$ cat src/rtl/reset_sequencer.sv
// reset_sequencer: releases NUM_STAGES reset domains in order, each gated by the
// previous stage's ready, with per-stage timeout and software re-sequence.
module reset_sequencer #(
  parameter int NUM_STAGES     = 4,
  parameter int HOLD_CYCLES    = 16,
  parameter int TIMEOUT_CYCLES = 1024,
  localparam int KW = (NUM_STAGES > 1) ? $clog2(NUM_STAGES) : 1,
  localparam int CW = $clog2(((HOLD_CYCLES > TIMEOUT_CYCLES) ? HOLD_CYCLES : TIMEOUT_CYCLES) + 1)
) (
  input  logic                  clk,
  input  logic                  rst_n,
  input  logic                  por,
  input  logic                  sw_reset_req,
  input  logic [NUM_STAGES-1:0] stage_ready,
  output logic [NUM_STAGES-1:0] stage_rst,
  output logic                  seq_done,
  output logic                  seq_error,
  output logic [KW-1:0]         error_stage
);
  typedef enum logic [1:0] {HOLD, WAIT, DONE, ERROR} state_t;
  state_t                  state_q, state_d;
  logic [KW-1:0]           k_q, k_d, es_d;
  logic [CW-1:0]           cnt_q, cnt_d;
  logic [NUM_STAGES-1:0]   rst_d;
  logic                    done_d, err_d, restart;
  assign restart = por || (sw_reset_req && (state_q == DONE || state_q == ERROR));
  always_ff @(posedge clk or negedge rst_n) begin
    if (!rst_n) begin
      state_q     <= HOLD;
      k_q         <= '0;
      cnt_q       <= '0;
      stage_rst   <= '1;
      seq_done    <= 1'b0;
      seq_error   <= 1'b0;
      error_stage <= '0;
    end else begin
      state_q     <= state_d;
      k_q         <= k_d;
      cnt_q       <= cnt_d;
      stage_rst   <= rst_d;
      seq_done    <= done_d;
      seq_error   <= err_d;
      error_stage <= es_d;
    end
  end
  // Releasing the next stage is a zero-fill left shift of the reset vector.
  always_comb begin
    state_d = state_q;
    k_d     = k_q;
    cnt_d   = cnt_q;
    rst_d   = stage_rst;
    done_d  = seq_done;
    err_d   = seq_error;
    es_d    = error_stage;
    if (restart) begin
      state_d = HOLD;
      k_d     = '0;
      cnt_d   = '0;
      rst_d   = '1;
      done_d  = 1'b0;
      err_d   = 1'b0;
      es_d    = '0;
    end else if (state_q == HOLD) begin
      if (cnt_q == CW'(HOLD_CYCLES - 1)) begin
        state_d = WAIT;
        k_d     = '0;
        cnt_d   = '0;
        rst_d   = stage_rst << 1;
      end else
        cnt_d = cnt_q + 1'b1;
    end else if (state_q == WAIT) begin
      if (stage_ready[k_q]) begin
        cnt_d = '0;
        if (k_q == KW'(NUM_STAGES - 1)) begin
          state_d = DONE;
          done_d  = 1'b1;
        end else begin
          k_d   = k_q + 1'b1;
          rst_d = stage_rst << 1;
        end
      end else if (cnt_q == CW'(TIMEOUT_CYCLES - 1)) begin
        state_d = ERROR;
        cnt_d   = '0;
        rst_d   = '1;
        err_d   = 1'b1;
        es_d    = k_q;
      end else
        cnt_d = cnt_q + 1'b1;
    end
  end
endmodule

$ cat config.mk
export PLATFORM = sky130hd
export DESIGN_NAME = reset_sequencer
export DESIGN_NICKNAME = d
export VERILOG_FILES = /design/src/rtl/reset_sequencer.sv
export SDC_FILE = /design/constraint.sdc
export NUM_CORES = 1
export LEC_CHECK = 0
export BUFFER_PORTS_ARGS = -buffer_cell sky130_fd_sc_hd__buf_4
export CAP_MARGIN = 20
export CORE_UTILIZATION = 25
export DETAILED_ROUTE_END_ITERATION = 7
export PLACE_DENSITY = 0.49
export RECOVER_POWER = 50
export SYNTH_ARGS = -nofsm -noshare
export SYNTH_HDL_FRONTEND = slang
export SYNTH_SLANG_ARGS = --single-unit
$ cat constraint.sdc
create_clock -name clk -period 2.28 [get_ports clk]
set_input_delay 0.456 -clock clk [delete_from_list [all_inputs] [get_ports clk]]
set_output_delay 0.456 -clock clk [all_outputs]
set_load 0.01 [all_outputs]
==> run_results.csv <==
group,metric,value,unit
outcome,status,"complete, no violations",
routing,remaining_drc_errors,0,
yosys,synthFlopType,"dfrtp_1",
clocking,cts_root_buffer,"clkbuf_8",
sta,fin_skew,0.00699,ns
worst_setup_path,crit_path_end_kind,"register",
clocking,cts_tree,"yes",
routing,wirelength,3.33,mm
floorplan,io_pins,16,
place,gp_congestion,0.800,
floorplan,fp.dieArea,0.00567,mm^2
pwr,powerDensity,465,mW/mm^2
floorplan,fp.coreArea,0.00514,mm^2
routing,vias_per_cell,5.15,
routing,num_vias,1246,
pwr,ir_drop,0.181,mV
worst_setup_path,worst-setup-path-type,"reg -> reg",
clocking,cts.sinks,23,
grt,grt_pass1_wl,5.81,mm
place,portBuffers,15,
yosys,ys_warn_count,0,
routing,drtIter0Drc,71,
yosys,avgSynthCellArea,8.96,um^2
worst_setup_path,path_max_fanout,6,
yosys,synth_common_cells,"dfrtp_1 (19), nand3_1 (13), inv_1 (12)",
sta,rsz0062_at_grt,"false",
sta,hold_viol,0,
yosys,synthCells,150,
routing,dr.pass1.iters,4,
pwr,p_leak,0.664,nW
clocking,h-tree-depth,1,
floorplan,start_util,0.261,
yosys,syn_nets,160,
yosys,yosysSeqAreaShare,0.432,
final_layout,drive_gt1_frac,0.215,
flow_run,drv_cap,0,
clocking,hold_buffers,0,
final_layout,area_growth,20.4,%
routing,wl_met3,120,um
place,place_area,0.00159,mm^2
final_layout,design_area,0.00162,mm^2
grt,grt.total_usage,0.133,
sta,setup_viol,0,
yosys,synth-seq-cells,23,
yosys,synth_most_common_cell,"dfrtp_1",
yosys,synthArstFlopShare,1.00,
yosys,yosys.area.top_type_share,0.354,
routing,ant_nets,0,
yosys,synth_edf_count,0,
worst_setup_path,arrival,2.29,ns
worst_setup_path,critPathRequiredTime,2.48,ns
worst_setup_path,crit_chain,"or4_4 -> nor4_4 -> nor2_2 -> a2111o_1 -> o22a_1",
floorplan,die_w,75.3,um
worst_setup_path,startpoint_type,"register",
yosys,synth_cell_type_count,41,
grt,grt_max_degree,24,
sta,period_share,0.918,
sta,drv_slew,0,
clocking,clock_latency,0.26,ns
final_layout,nets,183,
yosys,syn_area,0.00134,mm^2
place,dp_hpwl,2.50,mm
grt,antenna_found_initial,0,
sta,fmax,478,MHz
routing,detail_route.wl_per_cell,13.8,um
clocking,post_cts_resized,0,
floorplan,row_count,26,
routing,wl_met1,1.58,mm
routing,topRoutingLayerUsed,"met4",
clocking,cts_max_path_buffers,2,
sta,fin_crit,2.09,ns
place,dp.cells,238,
clocking,post_cts_buffers,0,
sta,setup_tns,0,ns
sta,slew_headroom,0.156,
routing,dr_wl_met2,1.62,mm
yosys,synth.area.top_cells,"dfrtp_1 (35%), dfstp_2 (7.8%), nand3_1 (4.8%), nand4_1 (3.7%), o21ai_0 (3.7%)",
clocking,clk_pin_slew,0.09,ns
floorplan,die_h,75.3,um
final_layout,fin_cells,242,
final_layout,num_antenna_cells,0,
sta,worstMarginPinSlew,1.27,ns
worst_setup_path,cp_slowest_cell,"or4_4",
grt,grt_pass1_vias,1181,
sta,whs,0.421,ns
grt,grt-ovfl-total,0,
worst_setup_path,slowest_delay,0.57,ns
clocking,cts_buffers,3,
min_path,hold_class,"in -> reg",
yosys,yosysTopAreaCell,"dfrtp_1",
==> cell usage in the layout, fill, tap and decap left out, types with 2 or more instances in the layout <==
master,instances
nand4_1,8
o22a_1,3
ha_1,2
a21oi_1,5
o21ai_0,10
clkbuf_8,3
nand3_1,13
or2_2,3
nand2b_1,3
o21a_1,2
dfrtp_1,19
a31oi_1,7
and4_1,2
nor2b_1,2
nor3_1,3
dfstp_2,4
inv_1,12
clkbuf_1,5
o22ai_1,3
buf_4,20
nand2_1,11
nor4_1,3
nor2_1,9
==> sequential cells by signal, indices dropped and copies added, names as in the netlist <==
name,flops
stage_rst,4
cnt_q,11
error_stage,2
seq_done,1
seq_error,1
k_q,2
state_q,2
==> logic make-up (layout without fill, tap and decap cells) <==
logic type,Yosys count,count (layout),share of synthesized area
and+or+nand+nor,64,64,0.273
buffers and inverters,19,41,0.0549
DFF,23,23,0.432
adders and majority gates,2,2,0.0186
muxes,3,3,0.0326
AOI/OAI and AO/OA,39,39,0.189
==> cell type report <==
cell class | count | area [um^2]
Fill cell | 570 | 3520
Multi-Input combinational cell | 108 | 689
Sequential cell | 23 | 581
Timing Repair Buffer | 25 | 169
Tap cell | 70 | 87.6
Inverter | 12 | 45.0
Clock buffer | 3 | 41.3
Clock inverter | 1 | 5.00
==> worst max-delay path, delay by kind of cell, from the launching register on <==
family	cells	cell delay, ns
compound gates	2	0.68
flops	1	0.44
simple gates	3	0.89
==> worst paths after layout <==
check / startpoint / endpoint / slack [ns] / cells after the start
setup / recovery: cnt_q[5] / stage_rst[2] / 0.19 / 5
setup reg to reg: cnt_q[5] / stage_rst[2] / 0.19 / 5
hold / removal: por / state_q[1] / 0.42 / 2
max in group asynchronous: rst_n / state_q[0] / 1.09 / 1
hold reg to reg: seq_done / seq_done / 0.52 / 2
min in group asynchronous: rst_n / cnt_q[0] / 0.44 / 1
==> where the power goes <==
group,internal [mW],total (mW),switching (mW)
combinational,0.0313,0.0701,0.0388
sequential,0.421,0.430,0.00881
clock,0.122,0.253,0.131
==> layer usage <==
layer | GRT usage | vias up
li1 | - | 599
met1 | 0.185 | 618
met2 | 0.213 | 27
met3 | 0.0238 | 2
met4 | 0.0350 | 0
met5 | 0 | -
==> through the flow <==
step                      power (mW)  utilization  worst slack, ns
after floorplan                0.473            -            0.276
after global placement         0.508        0.309            0.231
after detailed placement       0.510        0.309            0.193
after CTS                      0.776        0.318            0.179
after global routing           0.795        0.315           0.0246
final                          0.753        0.315            0.188
(Power assumes the default switching activity.)
